==> config.mk <==
export PLATFORM = sky130hd
export DESIGN_NAME = boxcar_decimator
export DESIGN_NICKNAME = d
export VERILOG_FILES = /design/src/rtl/boxcar_decimator.sv
export SDC_FILE = /design/constraint.sdc
export NUM_CORES = 1
export LEC_CHECK = 0
export ABC_AREA = 1
export CAP_MARGIN = 20
export CORE_ASPECT_RATIO = 1.75
export CORE_MARGIN = 10
export CORE_UTILIZATION = 60
export CTS_BUF_LIST = sky130_fd_sc_hd__clkbuf_8
export CTS_CLUSTER_DIAMETER = 50
export DETAILED_ROUTE_END_ITERATION = 10
export HOLD_SLACK_MARGIN = 0.1
export PLACE_DENSITY = 0.83
export RECOVER_POWER = 100
export SLEW_MARGIN = 15
export SYNTH_ARGS = -nofsm -noshare
export SYNTH_HDL_FRONTEND = slang
export SYNTH_SLANG_ARGS = --single-unit
==> constraint.sdc <==
create_clock -name clk_i -period 8.6 [get_ports clk_i]
set_input_delay 2.15 -clock clk_i [delete_from_list [all_inputs] [get_ports clk_i]]
set_output_delay 2.15 -clock clk_i [all_outputs]
set_load 0.005 [all_outputs]
==> src/rtl/boxcar_decimator.sv <==
// Block-averaging decimator: sums non-overlapping blocks of 2^L enabled samples
// and emits the block sum and its floor mean with a one-cycle valid strobe.
module boxcar_decimator #(
  parameter int WIDTH    = 16,
  parameter int MAX_LOG2 = 10
) (
  input  logic                      clk_i,
  input  logic                      rst_ni,
  input  logic                      en_i,
  input  logic                      clr_i,
  input  logic [WIDTH-1:0]          data_i,
  input  logic [3:0]                log2_len_i,
  output logic [WIDTH-1:0]          data_o,
  output logic [WIDTH+MAX_LOG2-1:0] sum_o,
  output logic                      valid_o
);
  localparam int AW = WIDTH + MAX_LOG2;
  localparam int CW = MAX_LOG2 + 1;
  localparam logic [3:0] LMAX = 4'(MAX_LOG2);

  typedef enum logic {IDLE, ACCUM} state_e;

  state_e                state_q, state_d;
  logic signed [AW-1:0]  acc_q, acc_d, acc_nxt, acc_shr;
  logic [CW-1:0]         cnt_q, cnt_d, cnt_nxt, cnt_tgt;
  logic [3:0]            l_q, l_d, l_eff, l_sel;
  logic [WIDTH-1:0]      data_q, data_d;
  logic [AW-1:0]         sum_q, sum_d;
  logic                  valid_q, valid_d;
  logic                  done;

  // An opening sample starts from zero, so IDLE and ACCUM share one adder.
  always_comb begin
    l_eff   = (log2_len_i > LMAX) ? LMAX : log2_len_i;
    l_sel   = (state_q == ACCUM) ? l_q : l_eff;
    acc_nxt = ((state_q == ACCUM) ? acc_q : '0) + AW'($signed(data_i));
    cnt_nxt = ((state_q == ACCUM) ? cnt_q : '0) + CW'(1);
    cnt_tgt = CW'(1) << l_sel;
    acc_shr = acc_nxt >>> l_sel;
    done    = en_i && (cnt_nxt == cnt_tgt);
  end

  always_comb begin
    state_d = state_q;
    acc_d   = acc_q;
    cnt_d   = cnt_q;
    l_d     = l_q;
    data_d  = data_q;
    sum_d   = sum_q;
    valid_d = 1'b0;
    if (clr_i) begin
      acc_d   = '0;
      cnt_d   = '0;
      state_d = IDLE;
    end else if (en_i) begin
      acc_d   = acc_nxt;
      cnt_d   = cnt_nxt;
      l_d     = l_sel;
      state_d = ACCUM;
      if (done) begin
        state_d = IDLE;
        acc_d   = '0;
        cnt_d   = '0;
        sum_d   = acc_nxt;
        data_d  = acc_shr[WIDTH-1:0];
        valid_d = 1'b1;
      end
    end
  end

  always_ff @(posedge clk_i or negedge rst_ni) begin
    if (!rst_ni) begin
      state_q <= IDLE;
      acc_q   <= '0;
      cnt_q   <= '0;
      l_q     <= '0;
      data_q  <= '0;
      sum_q   <= '0;
      valid_q <= 1'b0;
    end else begin
      state_q <= state_d;
      acc_q   <= acc_d;
      cnt_q   <= cnt_d;
      l_q     <= l_d;
      data_q  <= data_d;
      sum_q   <= sum_d;
      valid_q <= valid_d;
    end
  end

  assign data_o  = data_q;
  assign sum_o   = sum_q;
  assign valid_o = valid_q;
endmodule

==> results of run 1 <==
-- cell families after synthesis --
logic type                 count (synthesis)  synth area share (%)
AOI/OAI and AO/OA                         96                  7.98
xor gates and xnor gates                  10                  1.23
buffers and inverters                    213                  12.0
and+or+nand+nor                          744                  44.1
adders and majority gates                 27                  4.83
DFF                                       85                  29.8
-- synthesized netlist by cell type, types with 3 or more instances --
cell and number:
a21boi_1 4, a21oi_1 17, a22o_1 12, and2_1 3, buf_1 5, buf_2 9, buf_4 3, buf_6 5
clkbuf_1 14, dfrtp_1 85, ha_1 26, inv_1 169, inv_2 7, nand2_1 479, nand2_2 5, nand3_1 169
nand4_1 16, nor2_1 53, nor2_2 3, nor2_4 6, o21ai_0 39, o21ai_1 16, xnor2_1 6, xor2_1 4
-- state kept, by name, indices dropped and copies added (netlist names) --
name,flops
data_o,16
valid_o,1
sum_o,26
acc_q,26
l_q,4
cnt_q,11
state_q,1
-- metrics by stage --
step / utilization (%) / std cells / hold WS (ns)
6_report: 68.5 / 1359 / 0.478
5_1_grt: 68.5 / 1359 / 0.507
4_1_cts: 68.6 / 1358 / 0.489
3_5_place_dp: 67.0 / 1343 / 0.466
3_3_place_gp: 67.0 / 1343 / 0.464
2_1_floorplan: - / 1175 / 0.453
-- routing by layer --
metal | vias up | global-route usage, % | share of wire (%)
met5 | - | 0 | 0
met4 | 0 | 13.1 | 4.5
met3 | 63 | 3.62 | 5.1
met2 | 251 | 47.7 | 53
met1 | 3419 | 28.3 | 37
li1 | 3790 | - | -
-- worst max-delay path: stages --
cell	delay [ns]
dlygate4sd3_1	0.64
nor2_4	0.04
a21oi_1	1.17
inv_1	0.49
nor2_1	0.55
nand2_1	0.14
nand3_1	0.11
nand2_1	0.06
nor2_2	0.15
nand2_2	0.13
nand2_1	0.76
inv_2	0.32
a22o_1	0.27
-- worst paths after layout --
path                                            start                      to  slack, ns  cells past startpoint
worst min-delay path            data_o[0]$_DFFE_PN0P_   data_o[0]$_DFFE_PN0P_       0.48                      2
worst max-delay path                    log2_len_i[3]    acc_q[6]$_DFFE_PN0P_       1.83                     13
min in group asynchronous                      rst_ni    acc_q[9]$_DFFE_PN0P_       2.39                      1
max in group asynchronous                      rst_ni  data_o[13]$_DFFE_PN0P_       2.90                      2
worst min register to register  data_o[0]$_DFFE_PN0P_   data_o[0]$_DFFE_PN0P_       0.48                      2
worst max register to register    state_q$_DFFE_PN0P_    acc_q[6]$_DFFE_PN0P_       3.36                     13
-- power breakdown --
part / switching [mW] / internal, mW / total [mW]
registers: 0.0625 / 0.507 / 0.570
clock network: 0.151 / 0.130 / 0.281
logic: 0.352 / 0.269 / 0.621
-- final cells by class --
type | instances | share of cell area (%)
clock buffer | 9 | 1.55
clock inverter | 6 | 0.722
inverter | 176 | 8.28
multi-input combinational | 877 | 51.7
sequential | 85 | 26.7
tap | 135 | 2.12
timing repair buffer | 71 | 8.88
==> impl_metrics.toml, run 1 <==
[status]
status = "finished, violations left"
violations = "max-capacitance violations, max-slew violations"

[routing]
drt_iter0_markers = 455
via_count = 7523
wl_um = 21400
routedWlPerCell_um = 15.8
route.detailed.drc = 0
ant_nets = 0
viasPerCell = 5.54
dr.pass1.iters = 8

[synth]
synth_flop_cell = "dfrtp_1"
synth_top_area_cell = "dfrtp_1"
ys_async_sr_fraction_pct = 100
synth_area_per_cell_um2 = 6.08
synth-seq-area-share_pct = 29.8
synth-seq-cells = 85
synthesis.nets = 1226
syn_area_um2 = 7150
ys_warn_count = 0
yosysTopAreaCellShare_pct = 29.8
yosys-top-cells-area = "dfrtp_1 (30%), nand2_1 (25%), nand3_1 (12%), inv_1 (8.9%), ha_1 (4.6%)"
ys_types = 39
synth_edf_count = 0
syn_inst = 1175

[placed_design]
dp_slack_ns = 2.57
place_area_um2 = 7810
hpwlAfterDp_um = 16700
port_buffers = 66
finalWeightedCongestion = 0.990

[sta]
finalSetupTns_ns = 0
max_freq_mhz = 148
relSlewSlack_pct = -70.9
setup_viol = 0
worst_pin_slew_ns = 2.56
skew_ns = 0.0247
worst_slack_ns = 1.83
rsz0062_at_grt = "false"
fin_crit_ns = 6.77
slew_violations = 106
fin_crit_sh_pct = 78.7
final_hold_viol_count = 0

[pwr]
power_leakage_nw = 4.68
vdd_drop_max_mv = 0.113
p_per_area_nw_per_um2 = 185
p_total_mw = 1.47

[die]
dieArea_um2 = 16800
start_util_pct = 61.4
die_x_um = 102
dieHeight_um = 164
io_pins = 67
core_um2 = 11600
num_rows = 52

[setup_path]
end_kind = "flip-flop"
arrival_ns = 7.01
startpoint_type = "input pin"
worst-path-max-fanout = 27
crit_type = "input pin to flip-flop"
critPathRequiredTime_ns = 8.84

[clocking]
clkTransAtPathRegs_ns = 0.09
postCtsHoldBufs = 0
postCtsSetupRepairBufs = 0
clkSinkCount = 85
cts-htree-levels = 3
post_cts_resized = 0
insertion_delay_ns = 0.38
cts_tree = "built"
cts_buffer_depth = 2
cts_root_buffer = "clkbuf_8"
numCtsBuffers = 9

[layout]
multi_input_area_um2 = 4130
fillers = 1159
antenna_cells = 0
fin_area_um2 = 7970
seq_area_um2 = 2130
layout_common_cells = "nand2_1 (481), inv_1 (173), nand3_1 (170)"
nets = 1271
layout-drive-gt1-share_pct = 3.27
area.growth.synth_to_final_pct = 11.6
layout_commonest_cell = "nand2_1"

[grt]
track_usage_pct = 26.2
grt_max_degree = 55
grt_pass1_vias = 7225
grt_pass1_wl_um = 34800
grt_overflow = 0
antenna_found_initial = 0

[min_path]
hold_class = "flip-flop to flip-flop"

[flow_run]
max_cap_violations = 3
Power figures use the tool's default switching activity.
==> inputs of run 2 (changes only) <==
==> constraint.sdc (replaced) <==
create_clock -name clk_i -period 6.45 [get_ports clk_i]
set_input_delay 1.6125 -clock clk_i [delete_from_list [all_inputs] [get_ports clk_i]]
set_output_delay 1.6125 -clock clk_i [all_outputs]
set_load 0.005 [all_outputs]
==> run 2 against run 1 <==
The run still ends with max-capacitance violations, max-slew violations left. Worst setup slack worse by 0.72 ns. Non-clock buffer count grew 3. First-iteration DRC count fell by 4.0%. Power rose by 32%. Highest routed layer unchanged.
==> impl_metrics.toml, run 2 (same netlist as run 1, synthesis figures left out) <==
[sta]
fin_crit_sh_pct = 82.7
setup_viol = 0
worst_pin_slew_ns = 2.44
slew_violations = 105
finalSetupTns_ns = 0
max_freq_mhz = 188
worst_slack_ns = 1.12
skew_ns = 0.0191
final_hold_viol_count = 0
hold-worst-slack_ns = 0.478
fin_crit_ns = 5.33
rsz0062_at_grt = "false"
relSlewSlack_pct = -62.7

[pwr]
p_total_mw = 1.95
seq_power_share_pct = 39.4
power_switching_uw = 763
power.internal_mw = 1.19
vdd_drop_max_mv = 0.172
p_per_area_nw_per_um2 = 244
clkPwrFrac_pct = 18.1
power_leakage_nw = 4.68
comb_power_share_pct = 42.4
switching_share_pct = 39.2

[layout]
finish.utilization_pct = 68.6
layout-drive-gt1-share_pct = 3.66
area.growth.synth_to_final_pct = 11.8
layout.cells.non_filler = 1363
layout_commonest_cell = "nand2_1"
layout_common_cells = "nand2_1 (481), inv_1 (172), nand3_1 (169)"
nets = 1274
fin_area_um2 = 7990
antenna_cells = 0

[die]
num_rows = 52
start_util_pct = 61.4
core_um2 = 11600
io_pins = 67
dieHeight_um = 164
die_x_um = 102
dieArea_um2 = 16800

[setup_path]
slowest_stage = "a21boi_0"
critical_path.top_delay_family = "simple AND/OR/NAND/NOR gates"
critPathMaxStageDelay_ns = 1.30
critPathRequiredTime_ns = 6.69
r2r_setup_slack_ns = 1.80
startpoint_type = "input pin"
crit_type = "input pin to flip-flop"
timing.rr.start = "state_q$_DFFE_PN0P_"
startpoint = "log2_len_i[2]"
cpMostUsedCell = "nand2_1"
crit_end = "sum_o[2]$_DFFE_PN0P_"
path_cells = "dlygate4sd3_1, inv_1, nand2_1, nand2_1, a21boi_0, nand3_1, nand2_1, nand2_1, nor2_1, nand2_1, nor2_2, nand3_2, clkbuf_1, nand2_1, o21ai_0"
end_kind = "flip-flop"
worst-path-max-fanout = 44
r2r_cells = 13
path_buf_inv = 3
path_depth = 15
reg2reg_to = "sum_o[2]$_DFFE_PN0P_"
arrival_ns = 5.57

[routing]
wl_um = 21300
via_count = 7533
drt_iter0_markers = 437
routedWlPerCell_um = 15.6
viasPerCell = 5.53
ant_nets = 0
dr.pass1.iters = 5
route.detailed.drc = 0

[grt]
grt_overflow = 0
grt_pass1_wl_um = 35100
track_usage_pct = 26.4
grt_max_degree = 47
antenna_found_initial = 0
grt_pass1_vias = 7354

[clocking]
cts_buffer_depth = 2
cts_root_buffer = "clkbuf_8"
numCtsBuffers = 9
clkTransAtPathRegs_ns = 0.08
postCtsSetupRepairBufs = 0
cts-htree-levels = 3
insertion_delay_ns = 0.37
cts_tree = "built"
postCtsHoldBufs = 0
post_cts_resized = 0
clkSinkCount = 85

[placed_design]
hpwlAfterDp_um = 17000
finalWeightedCongestion = 0.993
port_buffers = 66
dp_slack_ns = 1.39
place_area_um2 = 7840
dp.cells = 1347

[status]
status = "finished, violations left"
violations = "max-capacitance violations, max-slew violations"

[min_path]
hold_class = "flip-flop to flip-flop"

[flow_run]
max_cap_violations = 3
-- run 2: power by group through the flow --
stage / logic, mW / clock network (mW) / registers, mW
after CTS: 0.889 / 0.356 / 0.774
after floorplan: 0.465 / 0 / 0.767
final: 0.827 / 0.353 / 0.769
after global routing: 0.928 / 0.380 / 0.785
after detailed placement: 0.886 / 0 / 0.782
after global placement: 0.871 / 0 / 0.781
-- run 2: worst min-delay path by stage --
stage                                  end                    from  depth (start not counted)
floorplan            acc_q[25]$_DFFE_PN0P_   acc_q[25]$_DFFE_PN0P_                          2
global placement    data_o[12]$_DFFE_PN0P_  data_o[12]$_DFFE_PN0P_                          2
detailed placement   data_o[0]$_DFFE_PN0P_   data_o[0]$_DFFE_PN0P_                          2
finish                sum_o[0]$_DFFE_PN0P_    sum_o[0]$_DFFE_PN0P_                          2
CTS                   sum_o[0]$_DFFE_PN0P_    sum_o[0]$_DFFE_PN0P_                          2
global route         data_o[0]$_DFFE_PN0P_   data_o[0]$_DFFE_PN0P_                          2
-- run 2: worst register-to-register path: stages, from the launching register on --
cell	delay, ns
dfrtp_2	0.76
buf_4	0.41
nor2_1	0.11
a21boi_0	1.33
nand3_1	0.17
nand2_1	0.14
nand2_1	0.05
nor2_1	0.11
nand2_1	0.08
nor2_2	0.14
nand3_2	0.66
clkbuf_1	0.39
nand2_1	0.08
o21ai_0	0.09
-- run 2: area by class of cell --
type                       count  area [um2]
clock inverter                 6        40.0
multi-input combinational    877        4150
fill                        1091        3660
timing repair buffer          74         703
sequential                    85        2130
inverter                     176         661
clock buffer                  10         138
tap                          135         169
-- run 2: routing by layer --
layer	vias to the layer above	wire (um)	GRT usage, %
met5	-	0	0
met4	0	1200	15.5
met3	77	921	3.20
met2	225	11200	47.6
met1	3436	8050	28.2
li1	3795	-	-
==> inputs of run 3 (changes only) <==
--- a/config.mk
+++ b/config.mk
@@ -9,12 +9,12 @@
 export CAP_MARGIN = 20
 export CORE_ASPECT_RATIO = 1.75
 export CORE_MARGIN = 10
-export CORE_UTILIZATION = 60
+export CORE_UTILIZATION = 55
 export CTS_BUF_LIST = sky130_fd_sc_hd__clkbuf_8
 export CTS_CLUSTER_DIAMETER = 50
 export DETAILED_ROUTE_END_ITERATION = 10
 export HOLD_SLACK_MARGIN = 0.1
-export PLACE_DENSITY = 0.83
+export PLACE_DENSITY = 0.8
 export RECOVER_POWER = 100
 export SLEW_MARGIN = 15
 export SYNTH_ARGS = -nofsm -noshare
==> constraint.sdc (replaced) <==
create_clock -name clk_i -period 4.5 [get_ports clk_i]
set_input_delay 1.125 -clock clk_i [delete_from_list [all_inputs] [get_ports clk_i]]
set_output_delay 1.125 -clock clk_i [all_outputs]
set_load 0.005 [all_outputs]
==> run 3 against run 2 <==
The flow still finishes with violations (max-capacitance violations, max-slew violations). Non-clock buffer count grew 7. Via count grew 1.7%. Largest power group unchanged. Worst hold slack gained 0.0027 ns. Clock power grew 61%. Flip-flop and latch count is the same. Largest cell class unchanged.
==> impl_metrics.toml, run 3 (same netlist as run 1, synthesis figures left out) <==
[status]
status = "finished, violations left"
violations = "max-capacitance violations, max-slew violations"

[placed_design]
finalWeightedCongestion = 1.06
port_buffers = 66
dp_slack_ns = 0.369
dp.cells = 1390
hpwlAfterDp_um = 17800

[layout]
nets = 1281
antenna_cells = 0
area.growth.synth_to_final_pct = 13.4
layout_common_cells = "nand2_1 (480), inv_1 (170), nand3_1 (169)"
fillers = 1319
seq_area_um2 = 2130
layout-drive-gt1-share_pct = 4.37
layout_commonest_cell = "nand2_1"
multi_input_area_um2 = 4150
layout.cells.non_filler = 1406

[sta]
worst_pin_slew_ns = 2.15
fin_crit_sh_pct = 88.1
final_hold_viol_count = 0
slew_violations = 86
max_freq_mhz = 252
worst_slack_ns = 0.534
rsz0062_at_grt = "false"
skew_ns = 0.0130
relSlewSlack_pct = -43.5
hold-worst-slack_ns = 0.481
setup_viol = 0
finalSetupTns_ns = 0
fin_crit_ns = 3.97

[die]
num_rows = 55
dieHeight_um = 171
io_pins = 67
core_um2 = 12900
start_util_pct = 55.5
dieArea_um2 = 18100
die_x_um = 106

[clocking]
postCtsSetupRepairBufs = 0
cts_root_buffer = "clkbuf_8"
cts-htree-levels = 3
clkSinkCount = 85
numCtsBuffers = 9
insertion_delay_ns = 0.37
clkTransAtPathRegs_ns = 0.10
cts_buffer_depth = 2
cts_tree = "built"
postCtsHoldBufs = 0
post_cts_resized = 0

[pwr]
power_leakage_nw = 4.73
p_per_area_nw_per_um2 = 355
p_total_mw = 2.88
vdd_drop_max_mv = 0.302

[routing]
wl_um = 22500
drt_iter0_markers = 481
viasPerCell = 5.45
via_count = 7661
ant_nets = 0
routedWlPerCell_um = 16.0
route.detailed.drc = 0
dr.pass1.iters = 6

[grt]
grt_pass1_wl_um = 36800
grt_max_degree = 86
antenna_found_initial = 0
track_usage_pct = 25.2
grt_overflow = 0
grt_pass1_vias = 7592

[setup_path]
reg2reg_to = "acc_q[20]$_DFFE_PN0P_"
end_kind = "flip-flop"
startpoint = "log2_len_i[3]"
arrival_ns = 4.23
r2r_setup_slack_ns = 0.79
crit_end = "acc_q[20]$_DFFE_PN0P_"
worst-path-max-fanout = 18
critPathRequiredTime_ns = 4.76
crit_type = "input pin to flip-flop"
startpoint_type = "input pin"
timing.rr.start = "state_q$_DFFE_PN0P_"
r2r_cells = 15

[min_path]
hold_class = "flip-flop to flip-flop"
worstHoldStart = "sum_o[19]$_DFFE_PN0P_"

[flow_run]
max_cap_violations = 1
-- run 3: layer usage --
| metal | wire length, um | GRT usage (%) |
|---|---|---|
| met5 | 0 | 0 |
| met4 | 1400 | 16.6 |
| met3 | 914 | 3.01 |
| met2 | 11800 | 46.6 |
| met1 | 8390 | 26.0 |
-- run 3: how the worst min path moves through the flow --
stage	end	slack [ns]	cells after the start
floorplan	acc_q[25]$_DFFE_PN0P_	0.45	2
global placement	acc_q[11]$_DFFE_PN0P_	0.47	2
detailed placement	data_o[13]$_DFFE_PN0P_	0.47	2
CTS	sum_o[19]$_DFFE_PN0P_	0.49	2
global route	sum_o[6]$_DFFE_PN0P_	0.52	2
finish	sum_o[19]$_DFFE_PN0P_	0.48	2
-- run 3: critical path: stages --
cell and delay, ns:
dlygate4sd3_1 0.58, nor2_1 0.09, nand2_1 0.08, nand2_1 0.34, nor2_4 0.47, nand3_1 0.12, nand2_1 0.08, nand2_1 0.04
nor2_1 0.12, nand2_1 0.06, nor2_1 0.16, nand2_1 0.19, nand2_4 0.24, inv_1 0.27, a22o_1 0.25
-- run 3: final cells by class --
class,instances,share of cell area [%]
flip-flops and latches,85,26.2
well taps,171,2.64
clock inverters,7,0.911
multi-input cells,877,51.2
repair buffers,81,9.34
inverters,176,8.15
clock buffers,9,1.53
-- run 3: per-stage QoR --
stage          area [um2]  utilization (%)
3_5_place_dp         7930             61.6
2_1_floorplan        7150                -
3_3_place_gp         7930             61.6
4_1_cts              8130             63.2
6_report             8100             63.0
5_1_grt              8100             63.0
-- run 3: power breakdown --
part           switching (mW)  internal (mW)  total [mW]  leakage, nW
logic                   0.687          0.525        1.21         3.52
registers               0.128          0.969        1.10         1.11
clock network           0.308          0.260       0.567        0.100
